### src/rtl/brick_sort_seq.sv
// Sequential odd-even transposition sorter: loads N words serially, sorts them in N
// single-rank phases over a register file, then drains them in ascending unsigned order.
module brick_sort_seq #(
    parameter int LOG_INPUT_NUM = 4,
    parameter int DATA_WIDTH    = 8
) (
    input  logic                  clk,
    input  logic                  rst_n,
    input  logic                  in_valid,
    output logic                  in_ready,
    input  logic [DATA_WIDTH-1:0] in_data,
    output logic                  out_valid,
    input  logic                  out_ready,
    output logic [DATA_WIDTH-1:0] out_data,
    output logic                  out_last,
    output logic                  busy
);

    localparam int N = 1 << LOG_INPUT_NUM;
    localparam logic [LOG_INPUT_NUM-1:0] LAST_IDX = LOG_INPUT_NUM'(N - 1);
    localparam logic [LOG_INPUT_NUM-1:0] IDX_ONE  = LOG_INPUT_NUM'(1);

    typedef enum logic [1:0] {
        ST_LOAD  = 2'd0,
        ST_SORT  = 2'd1,
        ST_DRAIN = 2'd2
    } state_t;

    state_t                   state_reg, state_next;
    logic [LOG_INPUT_NUM-1:0] wr_idx_reg, wr_idx_next;
    logic [LOG_INPUT_NUM-1:0] rd_idx_reg, rd_idx_next;
    logic [LOG_INPUT_NUM-1:0] phase_reg, phase_next;
    logic [DATA_WIDTH-1:0]    mem_reg [N];
    logic [DATA_WIDTH-1:0]    sorted  [N];
    logic                     load_fire;

    // One rank of compare-exchange elements; phase parity picks the pairing.
    // Each slot computes its own result so the rank is a pure per-slot mux.
    genvar gi;
    generate
        for (gi = 0; gi < N; gi++) begin : g_cx
            logic [DATA_WIDTH-1:0] even_val;
            logic [DATA_WIDTH-1:0] odd_val;
            if ((gi % 2) == 0) begin : g_even_slot
                assign even_val = (mem_reg[gi] > mem_reg[gi+1]) ? mem_reg[gi+1] : mem_reg[gi];
                if (gi == 0) begin : g_edge
                    assign odd_val = mem_reg[gi];
                end else begin : g_pair
                    assign odd_val = (mem_reg[gi-1] > mem_reg[gi]) ? mem_reg[gi-1] : mem_reg[gi];
                end
            end else begin : g_odd_slot
                assign even_val = (mem_reg[gi-1] > mem_reg[gi]) ? mem_reg[gi-1] : mem_reg[gi];
                if (gi == N - 1) begin : g_edge
                    assign odd_val = mem_reg[gi];
                end else begin : g_pair
                    assign odd_val = (mem_reg[gi] > mem_reg[gi+1]) ? mem_reg[gi+1] : mem_reg[gi];
                end
            end
            assign sorted[gi] = phase_reg[0] ? odd_val : even_val;
        end
    endgenerate

    assign in_ready  = (state_reg == ST_LOAD);
    assign out_valid = (state_reg == ST_DRAIN);
    assign busy      = (state_reg != ST_LOAD);
    assign out_last  = (state_reg == ST_DRAIN) && (rd_idx_reg == LAST_IDX);
    assign out_data  = mem_reg[rd_idx_reg];
    assign load_fire = in_valid && in_ready;

    always_comb begin
        state_next  = state_reg;
        wr_idx_next = wr_idx_reg;
        rd_idx_next = rd_idx_reg;
        phase_next  = phase_reg;
        case (state_reg)
            ST_LOAD: begin
                if (load_fire) begin
                    wr_idx_next = wr_idx_reg + IDX_ONE;
                    if (wr_idx_reg == LAST_IDX) begin
                        phase_next = '0;
                        state_next = ST_SORT;
                    end
                end
            end
            ST_SORT: begin
                phase_next = phase_reg + IDX_ONE;
                if (phase_reg == LAST_IDX) begin
                    rd_idx_next = '0;
                    state_next  = ST_DRAIN;
                end
            end
            ST_DRAIN: begin
                if (out_ready) begin
                    rd_idx_next = rd_idx_reg + IDX_ONE;
                    if (rd_idx_reg == LAST_IDX) begin
                        state_next = ST_LOAD;
                    end
                end
            end
            default: begin
                state_next = ST_LOAD;
            end
        endcase
    end

    always_ff @(posedge clk or negedge rst_n) begin
        if (!rst_n) begin
            state_reg  <= ST_LOAD;
            wr_idx_reg <= '0;
            rd_idx_reg <= '0;
            phase_reg  <= '0;
            for (int i = 0; i < N; i++) begin
                mem_reg[i] <= '0;
            end
        end else begin
            state_reg  <= state_next;
            wr_idx_reg <= wr_idx_next;
            rd_idx_reg <= rd_idx_next;
            phase_reg  <= phase_next;
            if (state_reg == ST_SORT) begin
                for (int i = 0; i < N; i++) begin
                    mem_reg[i] <= sorted[i];
                end
            end else if (load_fire) begin
                mem_reg[wr_idx_reg] <= in_data;
            end
        end
    end

endmodule
### config.mk
export PLATFORM = sky130hd
export DESIGN_NAME = brick_sort_seq
export DESIGN_NICKNAME = d
export VERILOG_FILES = /design/src/rtl/brick_sort_seq.sv
export SDC_FILE = /design/constraint.sdc
export NUM_CORES = 1
export LEC_CHECK = 0
export BUFFER_PORTS_ARGS = -buffer_cell sky130_fd_sc_hd__buf_2
export CORE_UTILIZATION = 35
export DETAILED_ROUTE_END_ITERATION = 16
export MAX_ROUTING_LAYER = met4
export PLACE_DENSITY = 0.49
export SLEW_MARGIN = 10
export SYNTH_ARGS = -nofsm -noshare
export SYNTH_HDL_FRONTEND = slang
export SYNTH_SLANG_ARGS = --single-unit
### constraint.sdc
create_clock -name clk -period 6.4 [get_ports clk]
set_input_delay 0.64 -clock clk [delete_from_list [all_inputs] [get_ports clk]]
set_output_delay 0.64 -clock clk [all_outputs]
set_load 0.005 [all_outputs]
==> flow_summary.yaml <==
worst_setup_path:
  r2r_end: "mem_reg[29]"
  crit_type: "reg -> out"
  startpoint: "rd_idx_reg[0]"
  rrSetupSlack_ps: 3280
  ff2ff_path_depth: 6
  endpoint_kind: "output port"
  critPathLaunchType: "flip-flop"
  r2r-start: "phase_reg[0]"
  crit_end: "out_data[0]"
  crit_fanout: 37
  crit_arrival_ps: 2960
  required_ps: 5760
synth:
  yosysUniqueCellTypes: 59
  ys_ff_latch: 142
  synthCells: 1286
  yosys.area.top_type: "dfrtp_1"
  yosys_most_used_dff: "dfrtp_1"
  syn_area_sq_mm: 0.0117
  synthArstFlopShare_pct: 100
  synth-edff-count: 0
  synth.net_count: 1424
  synth_top_cells_by_area: "dfrtp_1, ha_1, mux4_2, a221o_1, o21ai_0"
  yosysWarnings: 0
  ys_seq_area_share_pct: 30.4
  synth.avg_cell_area_sq_um: 9.09
  synth_top_area_share_pct: 30.4
sta:
  max-slew-margin-rel_pct: 25.7
  max_freq_mhz: 278
  setup_viol: 0
  hold_viol: 0
  worst_pin_slew_ps: 1110
  setup_ws_ps: 2800
  rsz0062_at_grt: "no"
  whs_ps: 242
  fin_crit_sh_pct: 56.2
  min_period_ps: 3600
  final_max_slew_viol_count: 0
  skew_ps: 14.6
  setup_tns_ps: 0
detailed_routing:
  vias: 10500
  first_pass_iters: 6
  drt-initial-drc-count: 1038
  ant_nets: 0
  via_per_inst: 6.06
  wire_per_inst_um: 25.0
  drc: 0
  routed_wl_mm: 43.2
die:
  ioPinCount: 24
  start_util_pct: 35.7
  die-area_sq_mm: 0.0341
  die_y_um: 185
  core_sq_mm: 0.0327
  row_count: 66
  die_w_um: 185
global_route:
  grt.overflow.total: 0
  globalRouteTotalUtil_pct: 26.9
  grt_start_max_net_pins: 160
  grt_pass1_wl_mm: 65.0
  grt_pass1_vias: 10100
  antenna_found_initial: 3
min_path:
  hp-class: "in -> async"
clocking:
  h-tree-depth: 4
  cts_tree: "done"
  cts_setup_buffers: 0
  clockBufferDepth: 2
  postCtsResizedCells: 0
  cts.sinks: 142
  clock_latency_ps: 450
  cts_root_buffer: "clkbuf_16"
  clk_pin_slew_ps: 80
  cts_buffers: 17
  ctsHoldBuffers: 0
finish:
  layout_common_cells: "dfrtp_1, nand2_1, inv_1"
  finalNetCount: 1407
  syn2layout_area_growth_pct: 8.51
  fillers: 3412
  drive_gt1_share_pct: 10.5
  final_common_cell: "dfrtp_1"
  largest_reg_flops: 112
place:
  dp_slack_ps: 3260
  portBuffers: 23
  dp_hpwl_mm: 31.1
  gp_congestion: 0.886
power:
  vdd_drop_max_mv: 0.304
  power_per_cell_area_mw_per_mm2: 598
  power_leakage_uw: 0.00554
run:
  max-cap-violations: 0
status:
  outcome: "finished clean"
==> where the power goes <==
part	internal, uW	leakage (uW)	switching [uW]
sequential	1290	0.00178	946
clock	508	0.000264	483
combinational	1950	0.00350	2410
==> stage by stage <==
step / util [%] / total power [uW] / cell area (sq um) / std cells
floorplan: - / 5070 / 11700 / 1286
global placement: 37.1 / 6520 / 12100 / 1692
detailed placement: 37.1 / 6530 / 12100 / 1692
CTS: 38.8 / 7550 / 12700 / 1724
global route: 38.8 / 8170 / 12700 / 1727
finish: 38.8 / 7590 / 12700 / 1727
==> worst min path at each step <==
| stage | from | end | slack [ps] | cells after the start |
|---|---|---|---|---|
| floorplan | rst_n | g_cx[0].odd_val[0] | 340 | 0 |
| global placement | phase_reg[2] | phase_reg[2] | 520 | 1 |
| detailed placement | phase_reg[1] | phase_reg[1] | 530 | 1 |
| CTS | rst_n | mem_reg[105] | 260 | 1 |
| global route | rst_n | mem_reg[105] | 290 | 1 |
| finish | rst_n | mem_reg[105] | 240 | 1 |
==> worst max-delay path, stage by stage (launching register included) <==
cell and delay, ps:
dfrtp_2 1110, mux4_2 690, mux4_2 540, buf_2 160
==> cell type report <==
type                       count  area, sq um  area share [%]
antenna                        3         7.51          0.0592
clock buffer                  17          425            3.35
clock inverter                15          130            1.03
inverter                     130          488            3.85
multi-input combinational    950         7350            57.9
sequential                   142         3560            28.1
tap                          442          553            4.36
timing repair buffer          28          171            1.35
==> Yosys cell counts, types with 28 or more instances <==
cell	n
nor2_1	112
dfrtp_1	142
ha_1	126
mux4_2	40
clkbuf_1	29
inv_1	130
mux2i_1	40
nand2_1	134
o21ai_0	120
nand4_1	28
a21oi_1	57
a221o_1	69
==> routing by layer <==
metal / global-route usage (%) / up-vias / share of wire, %
met5: - / - / 0
met1: 36.5 / 5260 / 46
li1: - / 4779 / -
met2: 40.1 / 366 / 45
met3: 4.47 / 66 / 6.0
met4: 10.2 / 0 / 2.9
==> logic make-up after synthesis <==
kind of cell | synth area share (%)
AOI/OAI and AO/OA | 22.7
and+or+nand+nor | 13.7
buffers and inverters | 6.78
DFF | 30.4
adders and majority gates | 13.5
muxes | 12.7
xor gates and xnor gates | 0.225
(Power assumes the default switching activity.)
